<file path="src/rtl/prog_mux_pkg.sv">
// Shared constants for the programmable mux function: code encoding, FSM states, decode helper.
package prog_mux_pkg;

    localparam int unsigned CODE_W = 2;

    typedef logic [CODE_W-1:0] code_t;

    localparam code_t CODE_ZERO = 2'b00;
    localparam code_t CODE_ONE  = 2'b01;
    localparam code_t CODE_D    = 2'b10;
    localparam code_t CODE_ND   = 2'b11;

    typedef enum logic [1:0] {
        ST_IDLE = 2'd0,
        ST_LOAD = 2'd1,
        ST_RUN  = 2'd2
    } state_e;

    function automatic logic decode(input code_t code, input logic d);
        logic r;
        case (code)
            CODE_ZERO: r = 1'b0;
            CODE_ONE:  r = 1'b1;
            CODE_D:    r = d;
            default:   r = ~d;
        endcase
        return r;
    endfunction

endpackage

</file>
<file path="src/rtl/prog_mux_fn_if.sv">
// Config/evaluate bus of prog_mux_fn; the master drives config and operands, the slave returns results.
interface prog_mux_fn_if #(
    parameter int unsigned SEL_W = 3
);
    logic             cfg_start;
    logic             cfg_valid;
    logic [1:0]       cfg_data;
    logic [SEL_W-1:0] s;
    logic             d;
    logic             in_valid;
    logic             f;
    logic             f_valid;
    logic             busy;
    logic             cfg_done;

    modport master (
        output cfg_start, cfg_valid, cfg_data, s, d, in_valid,
        input  f, f_valid, busy, cfg_done
    );

    modport slave (
        input  cfg_start, cfg_valid, cfg_data, s, d, in_valid,
        output f, f_valid, busy, cfg_done
    );
endinterface

</file>
<file path="src/rtl/lut_table.sv">
// N x 2-bit code storage: one write port, one combinational read port, synchronous clear.
module lut_table
    import prog_mux_pkg::*;
#(
    parameter int unsigned SEL_W = 3
) (
    input  logic             clk,
    input  logic             clr_i,
    input  logic             we_i,
    input  logic [SEL_W-1:0] waddr_i,
    input  code_t            wdata_i,
    input  logic [SEL_W-1:0] raddr_i,
    output code_t            rdata_o
);
    localparam int unsigned N = 2 ** SEL_W;

    code_t mem_q [N];

    always_ff @(posedge clk) begin
        if (clr_i) begin
            for (int i = 0; i < int'(N); i++) begin
                mem_q[i] <= CODE_ZERO;
            end
        end else if (we_i) begin
            mem_q[waddr_i] <= wdata_i;
        end
    end

    assign rdata_o = mem_q[raddr_i];

endmodule

</file>
<file path="src/rtl/prog_mux_fn.sv">
// Programmable single-output function: a loaded code table selected by s, applied to residual d.
module prog_mux_fn
    import prog_mux_pkg::*;
#(
    parameter int unsigned SEL_W = 3
) (
    input logic          clk,
    input logic          reset,
    prog_mux_fn_if.slave bus
);
    localparam int unsigned N     = 2 ** SEL_W;
    localparam int unsigned IDX_W = SEL_W + 1;

    state_e           state_q, state_d;
    logic [IDX_W-1:0] idx_q, idx_d;
    logic             f_q, f_d;
    logic             f_valid_q, f_valid_d;
    logic             cfg_done_q, cfg_done_d;
    logic             tbl_we;
    code_t            tbl_rdata;

    lut_table #(.SEL_W(SEL_W)) u_lut (
        .clk     (clk),
        .clr_i   (reset),
        .we_i    (tbl_we),
        .waddr_i (idx_q[SEL_W-1:0]),
        .wdata_i (bus.cfg_data),
        .raddr_i (bus.s),
        .rdata_o (tbl_rdata)
    );

    always_ff @(posedge clk) begin
        if (reset) begin
            state_q    <= ST_IDLE;
            idx_q      <= '0;
            f_q        <= 1'b0;
            f_valid_q  <= 1'b0;
            cfg_done_q <= 1'b0;
        end else begin
            state_q    <= state_d;
            idx_q      <= idx_d;
            f_q        <= f_d;
            f_valid_q  <= f_valid_d;
            cfg_done_q <= cfg_done_d;
        end
    end

    // cfg_start outranks cfg_valid/in_valid in every state it is honoured
    always_comb begin
        state_d    = state_q;
        idx_d      = idx_q;
        f_d        = f_q;
        f_valid_d  = 1'b0;
        cfg_done_d = 1'b0;
        tbl_we     = 1'b0;
        case (state_q)
            ST_IDLE: begin
                if (bus.cfg_start) begin
                    state_d = ST_LOAD;
                    idx_d   = '0;
                end
            end
            ST_LOAD: begin
                if (bus.cfg_start) begin
                    idx_d = '0;
                end else if (bus.cfg_valid) begin
                    tbl_we = 1'b1;
                    idx_d  = idx_q + IDX_W'(1);
                    if (idx_q == IDX_W'(N - 1)) begin
                        state_d    = ST_RUN;
                        cfg_done_d = 1'b1;
                    end
                end
            end
            ST_RUN: begin
                if (bus.cfg_start) begin
                    state_d = ST_LOAD;
                    idx_d   = '0;
                end else if (bus.in_valid) begin
                    f_d       = decode(tbl_rdata, bus.d);
                    f_valid_d = 1'b1;
                end
            end
            default: begin
                state_d = ST_IDLE;
                idx_d   = '0;
            end
        endcase
    end

    assign bus.f        = f_q;
    assign bus.f_valid  = f_valid_q;
    assign bus.cfg_done = cfg_done_q;
    assign bus.busy     = (state_q == ST_LOAD);

endmodule

</file>
<file path="src/flat_wrapper.sv">
// flat-port wrapper written by rule: the top's interface ports become plain ports
module prog_mux_fn_flat import prog_mux_pkg::*;
#(
    parameter int unsigned SEL_W = 3
)
  (clk, reset, bus_cfg_start, bus_cfg_valid, bus_cfg_data, bus_s, bus_d, bus_in_valid, bus_f, bus_f_valid, bus_busy, bus_cfg_done);
  prog_mux_fn_if #(.SEL_W(SEL_W)) bus_i ();
  input logic clk;
  input logic reset;
  input wire logic [$bits(bus_i.cfg_start)-1:0] bus_cfg_start;
  input wire logic [$bits(bus_i.cfg_valid)-1:0] bus_cfg_valid;
  input wire logic [$bits(bus_i.cfg_data)-1:0] bus_cfg_data;
  input wire logic [$bits(bus_i.s)-1:0] bus_s;
  input wire logic [$bits(bus_i.d)-1:0] bus_d;
  input wire logic [$bits(bus_i.in_valid)-1:0] bus_in_valid;
  output wire logic [$bits(bus_i.f)-1:0] bus_f;
  output wire logic [$bits(bus_i.f_valid)-1:0] bus_f_valid;
  output wire logic [$bits(bus_i.busy)-1:0] bus_busy;
  output wire logic [$bits(bus_i.cfg_done)-1:0] bus_cfg_done;
  assign bus_i.cfg_start = bus_cfg_start;
  assign bus_i.cfg_valid = bus_cfg_valid;
  assign bus_i.cfg_data = bus_cfg_data;
  assign bus_i.s = bus_s;
  assign bus_i.d = bus_d;
  assign bus_i.in_valid = bus_in_valid;
  assign bus_f = bus_i.f;
  assign bus_f_valid = bus_i.f_valid;
  assign bus_busy = bus_i.busy;
  assign bus_cfg_done = bus_i.cfg_done;
  prog_mux_fn #(.SEL_W(SEL_W)) u_core (.clk(clk), .reset(reset), .bus(bus_i));
endmodule
</file>
<file path="config.mk">
export PLATFORM = sky130hd
export DESIGN_NAME = prog_mux_fn_flat
export DESIGN_NICKNAME = d
export VERILOG_FILES = /design/src/rtl/prog_mux_pkg.sv /design/src/rtl/prog_mux_fn_if.sv /design/src/rtl/lut_table.sv /design/src/rtl/prog_mux_fn.sv /design/src/flat_wrapper.sv
export SDC_FILE = /design/constraint.sdc
export NUM_CORES = 1
export LEC_CHECK = 0
export ABC_CLOCK_PERIOD_IN_PS = 2150
export BUFFER_PORTS_ARGS = -buffer_cell sky130_fd_sc_hd__buf_2
export CAP_MARGIN = 20
export CORE_MARGIN = 5
export CORE_UTILIZATION = 40
export CTS_CLUSTER_DIAMETER = 50
export DETAILED_ROUTE_END_ITERATION = 8
export SYNTH_ARGS = -nofsm -noshare
export SYNTH_HDL_FRONTEND = slang
export SYNTH_HIERARCHICAL = 1
export SYNTH_SLANG_ARGS = --single-unit
</file>
<file path="constraint.sdc">
create_clock -name clk -period 2.15 [get_ports clk]
set_input_delay 0.1075 -clock clk [delete_from_list [all_inputs] [get_ports clk]]
set_output_delay 0.1075 -clock clk [all_outputs]
set_load 0.01 [all_outputs]
</file>
==> flow_metrics.tcl, run 1 <==
set metrics [dict create \
    power.clock.fraction 0.258 \
    drive_gt1_frac 0.186 \
    finalClockSkew_ps 4.45 \
    rsz0062_at_grt "false" \
    hold_path_class "input port to flip-flop" \
    dr.pass1.iters 4 \
    dieArea_sq_um 4280 \
    root_buffer "clkbuf_4" \
    fmax_mhz 605 \
    power_density_nw_per_um2 594 \
    avgSynthCellArea_sq_um 11.9 \
    r2r_start "u_core/u_lut/mem_q[1][0]$_SDFFCE_PN0P_" \
    num-nets-final 131 \
    min-delay-start "bus_cfg_start" \
    h-tree-depth 1 \
    ir_drop_v 0.000208 \
    place_congestion 0.715 \
    cts.sinks 25 \
    grt_busiest_layer "met2" \
    slew_headroom 0.672 \
    p_int_uw 627 \
    max_stage_delay_ps 510 \
    cts_tree "built" \
    clk_latency_ps 310 \
    n_fill_cell 291 \
    use_met1 0.162 \
    syn-cell-area_sq_um 1230 \
    synth-main-ff-cell "edfxtp_1" \
    slowest_stage "mux4_1" \
    leakage_uw 0.000477 \
    cts_resized 0 \
    ant_nets 0 \
    first_global_vias 872 \
    synth_warnings 6 \
    rr_worst_depth 5 \
    globalRouteMet2Util 0.192 \
    synth_edf_count 16 \
    grtUsageTotal 0.121 \
    syn2layout_area_growth_pct 10.3 \
    crit_top_cell "nor3_1" \
    num_io_pins 15 \
    vias 879 \
    crit_start "u_core/u_lut/mem_q[1][0]$_SDFFCE_PN0P_" \
    antenna_found_initial 0 \
    n_antenna_cell 0 \
    clk_pin_slew_ps 130 \
    power_frac_seq 0.657 \
    finalCritPeriodShare 0.768 \
    initial_utilization 0.409 \
    die_height_microns 65.4 \
    coreArea_sq_um 3000 \
    p_sw_frac 0.221 \
    portBuffers 14 \
    wl_microns 2370 \
    drv_cap 0 \
    end_kind "flip-flop" \
    synth-seq-cells 25 \
    numCtsBuffers 3 \
    comb_power_share 0.085 \
    cts_setup_buffers 0 \
    whs_path_depth 4 \
    grt_max_degree 16 \
    fin_tns_setup_ps 0 \
    finalHoldViolations 0 \
    start_kind "flip-flop" \
    ys_seq_area_frac 0.538 \
    worstPathMaxFanout 2 \
    drt_iter0_drc 22 \
    grt_first_pass_wirelength_microns 3990 \
    worstPathCellList "mux4_1 -> mux2_2 -> a21boi_0 -> nor3_1 -> nor3_1" \
    netlist_top_cells_area "edfxtp_1, dfxtp_1, mux4_1, nor2_1, nand4b_1" \
    post_drt_via_cell_ratio 5.82 \
    dp_hpwl_microns 1790 \
    status "completed" \
    final_cell_mix "nor2_1, edfxtp_1, buf_2" \
    final_max_slew_viol_count 0 \
    netlist.area_leader.share 0.391 \
    crit_arrival_ps 1860 \
    switchingPower_uw 178 \
    rows 20 \
    avgRoutedWirePerCell_microns 15.7 \
    grt_overflow_total 0 \
    tightest_slew_ps 492 \
    fin_util 0.451 \
    grt.met3_usage 0.0205 \
    synth.distinct_cells 29 \
    final.min_clock_period_ps 1650 \
    worstPathRequired_ps 2350 \
    drc 0 \
    cts_hold_buf 0 \
    setup_viol 0 \
    syn_nets 115 \
    synthArstFlopShare 0 \
    netlist_instances 103 \
    synth_top_area_cell "edfxtp_1" \
    die_width_microns 65.4 \
    clockBufferDepth 2 \
    worst-setup-path-type "flip-flop to flip-flop" \
]
==> metrics by stage <==
| stage | hold slack (ps) | cells | cell area, sq um | power (uW) | worst slack [ps] |
|---|---|---|---|---|---|
| 2_1_floorplan | 281 | 103 | 1230 | 581 | 618 |
| 3_3_place_gp | 439 | 147 | 1330 | 604 | 541 |
| 3_5_place_dp | 447 | 147 | 1330 | 608 | 507 |
| 4_1_cts | 94.6 | 151 | 1360 | 813 | 478 |
| 5_1_grt | 129 | 151 | 1360 | 842 | 381 |
| 6_report | 118 | 151 | 1360 | 805 | 498 |
==> flip-flops by register name (all words and copies together) (netlist names) <==
name                 flops
u_core/u_lut/mem_q      16
u_core/idx_q             4
u_core/state_q           2
u_core/bus.cfg_done      1
u_core/bus.f             1
u_core/bus.f_valid       1
==> metal layers <==
metal	vias up	wire [microns]
met2	20	1110
met4	0	19
met5	-	0
met3	2	97
met1	424	1140
li1	433	-
==> power groups by stage <==
stage                     sequential [uW]  combinational [uW]  clock, uW
after CTS                             529                68.3        216
after global placement                539                64.9          0
final                                 529                68.2        208
after global routing                  531                75.2        236
after detailed placement              540                68.0          0
after floorplan                       536                45.2          0
==> synth_stat cells (3+ instances only) <==
master and number:
a21oi_1 4, clkbuf_1 3, dfxtp_1 9, edfxtp_1 16, mux4_1 4, nand2_1 3
nand2b_1 5, nand4b_1 5, nand4bb_1 3, nor2_1 16, nor2b_1 3, nor3_1 6
o21ai_0 6
==> worst paths after layout <==
kind	endpoint	slack (ps)
hold reg to reg	u_core/idx_q[3]$_SDFFE_PP0P_	530
setup / recovery	u_core/bus.f$_SDFFE_PP0P_	500
setup reg to reg	u_core/bus.f$_SDFFE_PP0P_	500
hold / removal	u_core/state_q[1]$_SDFFE_PP0P_	120
==> cell families (layout without fill, tap and decap cells) <==
family / Yosys count / count (layout) / synth area share
buffers and inverters: 5 / 20 / 0.0153
and+or+nand+nor: 46 / 46 / 0.222
AOI/OAI and AO/OA: 20 / 20 / 0.111
DFF: 25 / 25 / 0.538
adders and majority gates: 1 / 1 / 0.0102
muxes: 6 / 6 / 0.104
==> cell type report <==
cell class                      instances  area [sq um]  share of cell area
Sequential cell                        25           661               0.488
Clock buffer                            4          26.3              0.0194
Multi-Input combinational cell         73           549               0.405
Timing Repair Buffer                   14          70.1              0.0517
Inverter                                2          7.51             0.00554
Tap cell                               33          41.3              0.0305
==> critical path: cells and delay by family, from the launching register on <==
family,cells,cell delay [ps]
muxes,2,790
DFF,1,400
AOI/OAI and AO/OA,1,130
and+or+nand+nor,2,230
No activity file was read; power rests on OpenSTA's default activity.
==> run 2: changes to the inputs <==
ABC_AREA = 1   (was not set)
ABC_CLOCK_PERIOD_IN_PS = 1500   (was 2150)
clock period = 1.5 ns   (was 2.15 ns; I/O delays follow)
==> flow_metrics.tcl, run 2 <==
set metrics [dict create \
    status "completed" \
    n_antenna_cell 0 \
    avgRoutedWirePerCell_microns 9.79 \
    switchingPower_uw 274 \
    cts.sinks 25 \
    synth-seq-cells 25 \
    power_frac_seq 0.645 \
    cts_resized 0 \
    leakage_uw 0.000748 \
    grt_overflow_total 0 \
    p_int_uw 898 \
    synth_most_common_cell "nand2_1" \
    dieArea_sq_um 4610 \
    end_kind "flip-flop" \
    top_register "u_core/u_lut/mem_q" \
    synth.distinct_cells 20 \
    rsz0062_at_grt "false" \
    tightest_slew_ps 304 \
    worstPathRequired_ps 1530 \
    crit_arrival_ps 1380 \
    final_common_cell "nand2_1" \
    finalCritPeriodShare 0.904 \
    final.min_clock_period_ps 1360 \
    synth_top_area_cell "edfxtp_1" \
    synth-main-ff-cell "edfxtp_1" \
    p_sw_frac 0.234 \
    comb_power_share 0.114 \
    grtUsageTotal 0.122 \
    largest_reg_flops 16 \
    portBuffers 14 \
    synth_warnings 6 \
    worstPathMaxFanout 4 \
    final_max_slew_viol_count 0 \
    crit_end "u_core/u_lut/mem_q[2][0]$_SDFFCE_PN0P_" \
    synth_common_cells "nand2_1, inv_1, nor2_1, edfxtp_1, nand3_1" \
    ir_drop_v 0.000393 \
    final_cells 243 \
    n_fill_cell 328 \
    r2r_start "u_core/state_q[1]$_SDFFE_PP0P_" \
    finalHoldViolations 0 \
    r2r-end "u_core/u_lut/mem_q[2][0]$_SDFFCE_PN0P_" \
    hold_path_class "input port to flip-flop" \
    num_io_pins 15 \
    fmax_mhz 737 \
    die_height_microns 67.9 \
    num-nets-final 210 \
    finalClockSkew_ps 5.79 \
    post_drt_via_cell_ratio 4.45 \
    fin_ws_ps 144 \
    clk_latency_ps 300 \
    drv_cap 0 \
    synth_edf_count 16 \
    syn2layout_area_growth_pct 12.2 \
    antenna_found_initial 0 \
    start_kind "flip-flop" \
    dp_slack_ps 158 \
    placed_cells 238 \
    syn-cell-area_sq_um 1340 \
    clk_pin_slew_ps 120 \
    ant_nets 0 \
    avgSynthCellArea_sq_um 7.53 \
    setup_viol 0 \
    root_buffer "clkbuf_4" \
    die_width_microns 67.9 \
    reg_top3 "u_core/u_lut/mem_q (16), u_core/idx_q (4), u_core/state_q (2)" \
    synthArstFlopShare 0 \
    drt_iter0_drc 31 \
    drive_gt1_frac 0.173 \
    place_congestion 0.782 \
    ys_seq_area_frac 0.493 \
    fin_util 0.458 \
    clockBufferDepth 2 \
    coreArea_sq_um 3280 \
    power_density_nw_per_um2 779 \
    fin_tns_setup_ps 0 \
    netlist.area_leader.share 0.359 \
    syn_nets 190 \
    rows 21 \
    drc 0 \
    initial_utilization 0.408 \
    netlist_top_cells_area "edfxtp_1, nand2_1, dfxtp_1, inv_1, nor2_1" \
    dp_hpwl_microns 1950 \
    final_cell_mix "nand2_1, inv_1, nor2_1" \
    rr_worst_depth 7 \
    cts_tree "built" \
    netlist_instances 178 \
    wl_microns 2380 \
    first_global_vias 1076 \
    worst-setup-path-type "flip-flop to flip-flop" \
    vias 1081 \
    grt_max_degree 14 \
    slew_headroom 0.797 \
    numCtsBuffers 3 \
    grt_first_pass_wirelength_microns 4330 \
    crit_start "u_core/state_q[1]$_SDFFE_PP0P_" \
    dr.pass1.iters 4 \
    h-tree-depth 1 \
    rrSetupSlack_ps 140 \
    p_total_uw 1170 \
    power.clock.fraction 0.241 \
]
[run 2: area by class of cell]
cell class	count	area, sq um	share of cell area
timing repair buffer	16	87.6	0.0582
clock buffer	4	26.3	0.0175
sequential	25	661	0.439
tap	46	57.6	0.0383
inverter	35	131	0.0874
multi-input combinational	117	541	0.359
[run 2: power groups by stage]
stage	Combinational [uW]	Sequential [uW]	Clock (uW)
2_1_floorplan	94.2	769	0
3_3_place_gp	130	772	0
3_5_place_dp	133	772	0
4_1_cts	136	757	299
5_1_grt	157	759	328
6_report	134	756	282
[run 2: cells by family (layout without fill, tap and decap cells)]
family / after synthesis / in the layout / synth area share
XOR/XNOR: 1 / 1 / 0.00654
buffers and inverters: 36 / 55 / 0.104
AO/OA/AOI/OAI: 6 / 6 / 0.0233
flip-flops: 25 / 25 / 0.493
AND/OR/NAND/NOR: 109 / 109 / 0.364
adder cells (fa/ha/maj): 1 / 1 / 0.00934
[run 2: worst min-delay path by stage]
stage	start	end	slack, ps	cells after the start
after floorplan	reset	u_core/idx_q[1]$_SDFFE_PP0P_	140	1
after global placement	bus_in_valid	u_core/bus.f_valid$_SDFF_PP0_	330	3
after detailed placement	bus_in_valid	u_core/bus.f_valid$_SDFF_PP0_	330	3
after CTS	reset	u_core/state_q[0]$_SDFFE_PP0P_	6	2
after global routing	reset	u_core/idx_q[3]$_SDFFE_PP0P_	20	2
final	reset	u_core/state_q[0]$_SDFFE_PP0P_	20	2
[run 2: critical path, stage by stage (launching register included)]
cell,delay [ps]
dfxtp_1,380
inv_2,60
nand2_1,50
nor2_2,170
nand2_4,100
nor2_4,120
nand2_1,100
nand2_1,110
[run 2: stage by stage]
step,area [sq um],hold WS [ps]
after floorplan,1340,144
after detailed placement,1470,329
after global placement,1470,326
final,1500,22.2
after global routing,1500,22.9
after CTS,1500,5.83
[run 2: timing repair]
action / 4_1_cts / 5_1_grt
setup buffers: 0 / 0
hold buffers: 1 / 0
hold endpoints to repair: 1 / 0
[run 2: routing by layer]
layer,GRT usage,up-vias,routed length [microns]
met3,0.0197,2,70
met5,0,-,0
met2,0.224,15,1230
met1,0.142,481,1050
li1,-,583,-
met4,0.0471,0,27
